[src/rtl/wr_arb_pkg.sv]
// Shared constants and types for the two-source write arbiter.
package wr_arb_pkg;

  localparam int DATA_W     = 16;
  localparam int DEPTH_DEF  = 8;
  localparam int AW_DEF     = 3;
  localparam int DROP_W_DEF = 8;

  // Source encoding used on out_src and in the last-grant register.
  localparam logic SRC_A = 1'b0;
  localparam logic SRC_B = 1'b1;

  typedef logic [DATA_W-1:0] word_t;

  // Round-robin pick when both sources hold data: favour the one not served last.
  function automatic logic rr_pick(input logic last_src);
    return (last_src == SRC_A) ? SRC_B : SRC_A;
  endfunction

endpackage

[src/rtl/wr_arb_fifo.sv]
// Per-source FIFO that absorbs an unstallable write strobe.
// Words arriving while full (and not draining this cycle) are dropped and
// reported through a sticky flag and a saturating drop counter.
module wr_arb_fifo
  import wr_arb_pkg::*;
#(
  parameter int DEPTH  = DEPTH_DEF,
  parameter int AW     = AW_DEF,
  parameter int DROP_W = DROP_W_DEF
) (
  input  logic              clk,
  input  logic              rst,
  input  logic              wr_i,
  input  word_t             d_i,
  input  logic              pop_i,
  input  logic              ovf_clr_i,
  output word_t             head_o,
  output logic [AW:0]       count_o,
  output logic              ovf_o,
  output logic [DROP_W-1:0] drop_o
);

  word_t             mem_q [DEPTH];
  logic [AW-1:0]     wptr_q, wptr_d;
  logic [AW-1:0]     rptr_q, rptr_d;
  logic [AW:0]       count_q, count_d;
  logic              ovf_q, ovf_d;
  logic [DROP_W-1:0] drop_q, drop_d;

  logic full, empty, pop_ok, push_ok, drop_now;

  // A pop in the same cycle frees a slot, so a full FIFO can still accept.
  assign full     = (count_q == (AW+1)'(DEPTH));
  assign empty    = (count_q == '0);
  assign pop_ok   = pop_i & ~empty;
  assign push_ok  = wr_i & (~full | pop_ok);
  assign drop_now = wr_i & full & ~pop_ok;

  // Next-state for pointers, occupancy and overflow bookkeeping.
  always_comb begin
    wptr_d  = wptr_q;
    rptr_d  = rptr_q;
    count_d = count_q + (AW+1)'(push_ok) - (AW+1)'(pop_ok);
    ovf_d   = ovf_q;
    drop_d  = drop_q;
    if (push_ok) wptr_d = wptr_q + AW'(1);
    if (pop_ok)  rptr_d = rptr_q + AW'(1);
    // Clear wins over a coincident drop.
    if (ovf_clr_i) begin
      ovf_d  = 1'b0;
      drop_d = '0;
    end else if (drop_now) begin
      ovf_d = 1'b1;
      if (drop_q != '1) drop_d = drop_q + DROP_W'(1);
    end
  end

  // Control state register; reset empties the FIFO immediately.
  always_ff @(posedge clk or posedge rst) begin
    if (rst) begin
      wptr_q  <= '0;
      rptr_q  <= '0;
      count_q <= '0;
      ovf_q   <= 1'b0;
      drop_q  <= '0;
    end else begin
      wptr_q  <= wptr_d;
      rptr_q  <= rptr_d;
      count_q <= count_d;
      ovf_q   <= ovf_d;
      drop_q  <= drop_d;
    end
  end

  // Storage array; contents need no reset since count gates visibility.
  always_ff @(posedge clk) begin
    if (push_ok) mem_q[wptr_q] <= d_i;
  end

  assign head_o  = mem_q[rptr_q];
  assign count_o = count_q;
  assign ovf_o   = ovf_q;
  assign drop_o  = drop_q;

endmodule

[src/rtl/wr_arb.sv]
// Two-source write scheduler sharing one 16-bit downstream write port.
// Each source feeds its own FIFO; the FIFOs are drained one word per cycle
// into a registered output, gated by out_ready.
// Build option: define WR_ARB_STRICT_PRIO_EN for fixed priority (A over B);
// otherwise sources alternate round-robin when both hold data.
module wr_arb
  import wr_arb_pkg::*;
#(
  parameter int DEPTH  = DEPTH_DEF,
  parameter int AW     = AW_DEF,
  parameter int DROP_W = DROP_W_DEF
) (
  input  logic              clk,
  input  logic              rst,
  input  logic [15:0]       a_q,
  input  logic              a_wr,
  input  logic [15:0]       b_q,
  input  logic              b_wr,
  input  logic              out_ready,
  input  logic              ovf_clr,
  output logic [15:0]       out_q,
  output logic              out_wr,
  output logic              out_src,
  output logic              a_ovf,
  output logic              b_ovf,
  output logic [DROP_W-1:0] a_drop,
  output logic [DROP_W-1:0] b_drop
);

  logic [1:0]        wr_v, pop_v, ne_v, ovf_v;
  word_t             din_v   [2];
  word_t             head_v  [2];
  logic [AW:0]       count_v [2];
  logic [DROP_W-1:0] drop_v  [2];

  assign wr_v     = {b_wr, a_wr};
  assign din_v[0] = a_q;
  assign din_v[1] = b_q;

  // Index 0 is source A, index 1 is source B (matches SRC_A / SRC_B).
  generate
    for (genvar gi = 0; gi < 2; gi++) begin : g_fifo
      wr_arb_fifo #(
        .DEPTH  (DEPTH),
        .AW     (AW),
        .DROP_W (DROP_W)
      ) u_fifo (
        .clk       (clk),
        .rst       (rst),
        .wr_i      (wr_v[gi]),
        .d_i       (din_v[gi]),
        .pop_i     (pop_v[gi]),
        .ovf_clr_i (ovf_clr),
        .head_o    (head_v[gi]),
        .count_o   (count_v[gi]),
        .ovf_o     (ovf_v[gi]),
        .drop_o    (drop_v[gi])
      );
      assign ne_v[gi] = (count_v[gi] != '0);
    end
  endgenerate

  logic  gnt_v;
  logic  gnt_src;
  word_t out_q_q;
  logic  out_wr_q;
  logic  out_src_q;

`ifndef WR_ARB_STRICT_PRIO_EN
  logic last_q;
`endif

  // Grant decision for this cycle; a grant pops the chosen FIFO's head.
  always_comb begin
    gnt_v   = 1'b0;
    gnt_src = SRC_A;
    if (out_ready) begin
`ifdef WR_ARB_STRICT_PRIO_EN
      if (ne_v[0]) begin
        gnt_v   = 1'b1;
        gnt_src = SRC_A;
      end else if (ne_v[1]) begin
        gnt_v   = 1'b1;
        gnt_src = SRC_B;
      end
`else
      if (ne_v[0] && ne_v[1]) begin
        gnt_v   = 1'b1;
        gnt_src = rr_pick(last_q);
      end else if (ne_v[0]) begin
        gnt_v   = 1'b1;
        gnt_src = SRC_A;
      end else if (ne_v[1]) begin
        gnt_v   = 1'b1;
        gnt_src = SRC_B;
      end
`endif
    end
  end

  assign pop_v[0] = gnt_v & (gnt_src == SRC_A);
  assign pop_v[1] = gnt_v & (gnt_src == SRC_B);

`ifndef WR_ARB_STRICT_PRIO_EN
  // Last-grant register; starts at B so A wins the first tie.
  always_ff @(posedge clk or posedge rst) begin
    if (rst)        last_q <= SRC_B;
    else if (gnt_v) last_q <= gnt_src;
  end
`endif

  // Output register: pulse out_wr for one cycle per grant, hold data otherwise.
  always_ff @(posedge clk or posedge rst) begin
    if (rst) begin
      out_q_q   <= '0;
      out_wr_q  <= 1'b0;
      out_src_q <= SRC_A;
    end else begin
      out_wr_q <= gnt_v;
      if (gnt_v) begin
        out_q_q   <= (gnt_src == SRC_B) ? head_v[1] : head_v[0];
        out_src_q <= gnt_src;
      end
    end
  end

  assign out_q   = out_q_q;
  assign out_wr  = out_wr_q;
  assign out_src = out_src_q;
  assign a_ovf   = ovf_v[0];
  assign b_ovf   = ovf_v[1];
  assign a_drop  = drop_v[0];
  assign b_drop  = drop_v[1];

endmodule

[config.mk]
export PLATFORM = sky130hd
export DESIGN_NAME = wr_arb
export DESIGN_NICKNAME = d
export VERILOG_FILES = /design/src/rtl/wr_arb_pkg.sv /design/src/rtl/wr_arb_fifo.sv /design/src/rtl/wr_arb.sv
export SDC_FILE = /design/constraint.sdc
export NUM_CORES = 1
export LEC_CHECK = 0
export ABC_AREA = 1
export BUFFER_PORTS_ARGS = -buffer_cell sky130_fd_sc_hd__buf_2
export CAP_MARGIN = 15
export CORE_MARGIN = 2
export CORE_UTILIZATION = 61
export CTS_CLUSTER_DIAMETER = 100
export DETAILED_ROUTE_END_ITERATION = 8
export HOLD_SLACK_MARGIN = 0.08
export PLACE_DENSITY = 0.8
export SYNTH_ARGS = -nofsm -noshare
export SYNTH_HDL_FRONTEND = slang
export SYNTH_HIERARCHICAL = 1
export SYNTH_SLANG_ARGS = --single-unit
[constraint.sdc]
create_clock -name clk -period 3.35 [get_ports clk]
set_input_delay 0.335 -clock clk [delete_from_list [all_inputs] [get_ports clk]]
set_output_delay 0.335 -clock clk [all_outputs]
set_load 0.1 [all_outputs]
After elaboration in Yosys (flattened, before gate mapping):

Memory sizes are Yosys's and may differ from the RTL's.
Index checks and enable logic that the tools add are counted.

* add/sub/neg operators: 10
* equality and inequality tests: 4
* muxes and demuxes: 23
* bitwise operators: 19
* reductions and logical operators: 11

Operators with widths (count)
* $mux 8: 6
* $add 8x1->8 const B: 2
* $mux 1: 16
* $mux 16: 1
* $ne 8x8->1 const B: 2
* $add 3x1->3 const B: 4
* $and 1x1->1: 10
* $add 4x1->4: 2
* $eq 4x4->1 const B: 2
* $logic_not 4->1: 2
* $reduce_bool 2->1: 4
* $reduce_bool 4->1: 2
* $sub 4x1->4: 2
* $not 1->1: 7
* $reduce_and 2->1: 2
* $or 1x1->1: 2
* $logic_and 1x1->1: 1

* register bits after elaboration: 57
* memory bits (writable): 256
* bits of input ports: 38
* word-level logic and storage cells: 83
* memories: 2

Memories
* g_fifo[0].u_fifo.mem_q: words 8, width 16, rd ports 1, clocked after memory_dff 0, write ports 1, RTL line wr_arb_fifo.sv:23 `word_t mem_q [DEPTH];`
* g_fifo[1].u_fifo.mem_q: words 8, width 16, rd ports 1, clocked after memory_dff 0, write ports 1, RTL line wr_arb_fifo.sv:23

Depth between registers and ports, before layout:

* depth in word-level cells: 12
* gate-level depth with buffers: 17
* mapped depth without buffers: 16

Hierarchy:

Netlist, hierarchy kept.

Modules (own cells, without submodules)
* wr_arb_fifo at g_fifo[0].u_fifo: instances 1, cells an instance 517, area an instance 6112.1 µm², sequential area each 4319.1 µm²
* wr_arb_fifo at g_fifo[1].u_fifo: instances 1, cells an instance 512, area an instance 6112.1 µm², sequential area each 4319.1 µm²
* wr_arb: instances 1, cells an instance 154, area an instance 1079.8 µm², sequential area each 476.7 µm²

Worst setup path after synthesis:

OpenSTA, ideal clock, no wires.

* path type: flip-flop to flip-flop
* start point: reg g_fifo[0].u_fifo.count_q[1]
* end point: mem g_fifo[0].u_fifo/mem_q[1][0] (netlist name), enable pin
* library setup time: 0.388 ns
* arrival time: 2.264 ns
* data required time: 2.962 ns
* slack: 0.697 ns
* stages on the path, launching flop included: 14
* clock period less this slack: 2.653 ns
* cells stage by stage: dfrtp_1 -> nor2_1 -> nand2_1 -> nand2_1 -> nand2_4 -> inv_4 -> buf_6 -> nor2_1 -> nand2_2 -> nand2_1 -> nand2_2 -> inv_2 -> nand2_1 -> nor2_1

* word-level cells in the longest chain between the ends: 11
* elaborated cells on any way between the ends: 19

Ends and longest elaborated chain
* from (decl): RTL line wr_arb_fifo.sv:26 `logic [AW:0] count_q, count_d;`
* from (signal assigned): RTL line wr_arb_fifo.sv:69 `count_q <= count_d;`
* $reduce_bool 4->1 (*): RTL line wr_arb.sv:59 `assign ne_v[gi] = (count_v[gi] != '0);`
* $mux 1 or $logic_and 1x1->1 (tied branches): RTL line wr_arb.sv:90, wr_arb.sv:87
* $mux 1: RTL line wr_arb.sv:87 `if (ne_v[0] && ne_v[1]) begin`
* $mux 1: RTL line wr_arb.sv:77 `if (out_ready) begin`
* $not 1->1: RTL line wr_arb.sv:101 `assign pop_v[0] = gnt_v & (gnt_src == SRC_A);`
* $and 1x1->1 (*): RTL line wr_arb.sv:101
* via pop_v[0]: RTL line wr_arb.sv:30 `logic [1:0] wr_v, pop_v, ne_v, ovf_v;`
* $and 1x1->1 (*): RTL line wr_arb_fifo.sv:35 `assign pop_ok = pop_i & ~empty;`
* $or 1x1->1 (*): RTL line wr_arb_fifo.sv:36 `assign push_ok = wr_i & (~full | pop_ok);`
* $and 1x1->1 (*): RTL line wr_arb_fifo.sv:36
* $mux 1 (*): RTL line wr_arb_fifo.sv:77 `if (push_ok) mem_q[wptr_q] <= d_i;`
* $mux 1 (not written as such) (*): RTL line wr_arb_fifo.sv:77
* to (decl): RTL line wr_arb_fifo.sv:23

The timed path passes the listed nets; every way through them passes the cells marked *.

Worst setup path in the final report:

* start point: reg g_fifo[0].u_fifo.count_q[1]
* end point: mem g_fifo[0].u_fifo/mem_q[7][2] (netlist name), enable pin

The elaborated chain is that of the path after synthesis.

==> impl_metrics.py <==
metrics = {
    "floorplan": {
        "core_area_um2": 21620,
        "starting_density_of_the_core_pct": 61.53,
        "die_h_um": 151.7,
        "die_area_um2": 23010,
        "number_of_rows_created_at_floorplan": 54,
        "ios": 74,
        "floorplan.die.width_um": 151.7,
    },
    "clock_tree": {
        "path_clk_slew_ns": 0.06,
        "post_cts_resized": 0,
        "cts_setup_buffers": 0,
        "cts_max_level": 1,
        "cts_inserted_buffers": 30,
        "clockBufferDepth": 3,
        "cts-root-buf": "clkbuf_16",
        "cts_tree": "yes",
        "holdBufCountCts": 24,
        "tritoncts_sink_count": 313,
        "clock_insertion_delay_worst_skew_ns": 0.55,
    },
    "timing": {
        "relSlewSlack_pct": 44.94,
        "timing.final.setup_violations": 0,
        "layout_worst_path_cycle_share_pct": 89.23,
        "fmax_mhz": 334.5,
        "tightest_slew_ns": 0.8251,
        "min_period_ns": 2.989,
        "worst_clock_skew_ns": 0.02129,
        "setup_total_negative_slack_ns": 0,
        "timing.final.hold_violations": 0,
        "slew_violations": 0,
        "grt_setup_unrepaired": "no",
        "postLayoutSetupSlackWorst_ns": 0.3606,
    },
    "setup_path": {
        "timing.critical_path.required_ns": 3.60,
        "critical_path.max_stage_delay_ns": 0.45,
        "path_class": "flip-flop to flip-flop",
        "cp_slowest_cell": "dfrtp_1",
        "critPathMaxFanout": 19,
        "cp.arrival_ns": 3.24,
        "path_cells": "nor2_1, nand2_1, nand2_2, nand2_4, inv_1, nor2_1, nand2_2, nand2_1, nand2_2, inv_2, nand2_1, nor2_1, buf_12",
        "critPathLaunchType": "flip-flop",
        "end_kind": "flip-flop",
    },
    "synthesis": {
        "synth_nets": 1239,
        "synth_cell_type_count": 34,
        "ys_seq_area_share_pct": 68.51,
        "synth.area.top_cells": "edfxtp_1 58%, dfrtp_1 11%, nand2_1 6.5%, nor2_1 4.7%, o21ai_0 3.4%",
        "synthCells": 1183,
        "top_ff_cell_synth": "edfxtp_1",
        "synth.yosys.warnings": 6,
        "ys_async_sr_fraction_pct": 18.21,
        "largest_area_contributor_in_the_synthesized_netlist": "edfxtp_1",
        "synth.top_cell.area_share_pct": 57.78,
        "post_synth_edffs": 256,
        "synthesis.area_per_instance_um2": 11.25,
        "synth.ff_latch_count": 313,
        "syn_area_um2": 13300,
    },
    "global_route": {
        "grt_util_all_layers_pct": 25.14,
        "antenna_found_initial": 1,
        "pin_count_of_the_biggest_net_entering_global_routing": 66,
        "grt_pass1_vias": 8979,
        "first_pass_grt_wire_length_um": 44790,
        "grt_overflow": 0,
    },
    "placement": {
        "io_buffer_count": 73,
        "dp_slack_ns": 0.4294,
        "place_hpwl_um": 17110,
        "place_congestion": 0.8880,
        "placement_cell_area_um2": 13900,
    },
    "routing": {
        "detail_route.wirelength_um": 28540,
        "detail_route.wl_per_cell_um": 17.93,
        "detail_route.vias_per_cell": 5.749,
        "detail_route.first_pass.iterations": 5,
        "final_routed_drc_violation_total": 0,
        "drt_iter0_drc": 883,
        "ant_nets": 0,
        "route.vias.total": 9152,
    },
    "finish": {
        "final_area_um2": 15150,
        "layout.core_utilization_pct": 70.05,
        "final_layout_size_suffix_gt1_share_pct": 13.50,
        "flow.area_growth_from_synthesis_pct": 13.84,
        "fillerInstances": 1444,
        "final_net_count": 1343,
    },
    "power_and_ir_drop": {
        "power-per-cell-area_nw_per_um2": 910.1,
        "p_leak_nw": 6.023,
        "totalPowerFinal_mw": 13.78,
        "peakVddDrop_mv": 0.6303,
    },
    "run_status": {
        "outcome": "finished clean",
    },
    "min_path": {
        "timing.hold.worst.class": "input pin to flip-flop",
    },
    "flow_run": {
        "max_cap_violations": 0,
    },
}
[kinds of logic after synthesis]
kind of cell | share of synthesized area, %
compound gates | 8.568
xor+xnor | 0.7900
fa+ha+maj | 1.806
buf+inv | 5.088
flops | 68.51
simple gates | 15.24
[synthesized netlist by cell type (2+ instances only)]
master / count
nand3_1: 71
o21ai_0: 90
ha_1: 16
nor2_1: 167
dfrtp_1: 56
buf_2: 17
buf_6: 15
buf_1: 3
nand2_2: 8
o21ai_1: 45
inv_2: 8
xor2_1: 6
nor3_1: 2
xnor2_1: 6
nand3b_1: 2
edfxtp_1: 256
o22ai_1: 64
nand2_1: 229
nand2_4: 3
clkbuf_1: 16
nor2_2: 6
inv_4: 2
clkinv_1: 2
fa_1: 2
inv_1: 75
a21oi_1: 8
[cells in the final DEF (no fill, tap or decap), drive strengths merged]
cell	n
edfxtp	256
nand2	240
nor2	174
o21ai	135
buf	101
inv	86
nand3	73
o22ai	64
dfrtp	56
clkbuf	39
dlygate4sd3	24
ha	16
clkinv	12
a21oi	9
xor2	6
xnor2	6
bufinv	4
clkinvlp	2
nor3	2
nand3b	2
fa	2
diode	1
o21bai	1
dfstp	1
[registers in the layout, indices dropped and copies added (netlist names)]
register and flops:
out_src 1, g_fifo.u_fifo/ovf_o 2, g_fifo.u_fifo/drop_o 16, g_fifo.u_fifo/count_o 8
g_fifo.u_fifo/rptr_q 6, g_fifo.u_fifo/wptr_q 6, out_wr 1, g_fifo.u_fifo/mem_q 256
out_q 16, last_q 1
[final timing paths]
kind	from	depth (start not counted)	slack (ns)	to
max in group asynchronous	rst	3	2.31	out_q[11]$_DFFE_PP0N_
min reg2reg	last_q$_DFFE_PP1N_	2	0.48	last_q$_DFFE_PP1N_
min	a_q[1]	1	0.09	g_fifo[0].u_fifo/mem_q[3][1]$_DFFE_PP_
min in group asynchronous	rst	3	0.47	g_fifo[0].u_fifo/ovf_o$_DFFE_PP0P_
max reg2reg	g_fifo[0].u_fifo/count_o[1]$_DFF_PP0_	13	0.36	g_fifo[0].u_fifo/mem_q[7][2]$_DFFE_PP_
max	g_fifo[0].u_fifo/count_o[1]$_DFF_PP0_	13	0.36	g_fifo[0].u_fifo/mem_q[7][2]$_DFFE_PP_
[through the flow]
step           hold WS [ns]  cells
6_report            0.08627   1592
5_1_grt             0.09807   1591
4_1_cts             0.08005   1591
3_5_place_dp         0.4668   1511
3_3_place_gp         0.4627   1511
2_1_floorplan        0.2854   1183
[critical path: cells and delay by family, from the launching register on]
family | cells | cell delay, ns
flops | 1 | 0.45
simple gates | 10 | 1.76
buf+inv | 3 | 0.46
[final cells by class]
cell class	instances	area, µm²	share of cell area [%]
flip-flops and latches	313	9116	60.19
multi-input cells	730	3512	23.19
repair buffers	125	828.3	5.469
clock buffers	39	815.8	5.386
well taps	280	350.3	2.313
inverters	87	331.6	2.189
clock inverters	17	188.9	1.247
diodes	1	2.502	0.01652
[report_power, final]
group	switching (mW)	internal, mW	total (mW)
registers	0.323	4.90	5.22
logic	3.77	1.38	5.16
clock network	1.38	2.02	3.41
[per-layer routing]
| layer | track usage [%] | routed length [µm] | vias to the layer above |
|---|---|---|---|
| li1 | - | - | 4290 |
| met3 | 3.862 | 2667 | 58 |
| met4 | 9.213 | 864 | 0 |
| met1 | 34.58 | 11520 | 4348 |
| met2 | 41.22 | 13490 | 456 |
| met5 | 0 | 0 | - |
Note: power is estimated with default switching activity, not from simulation.
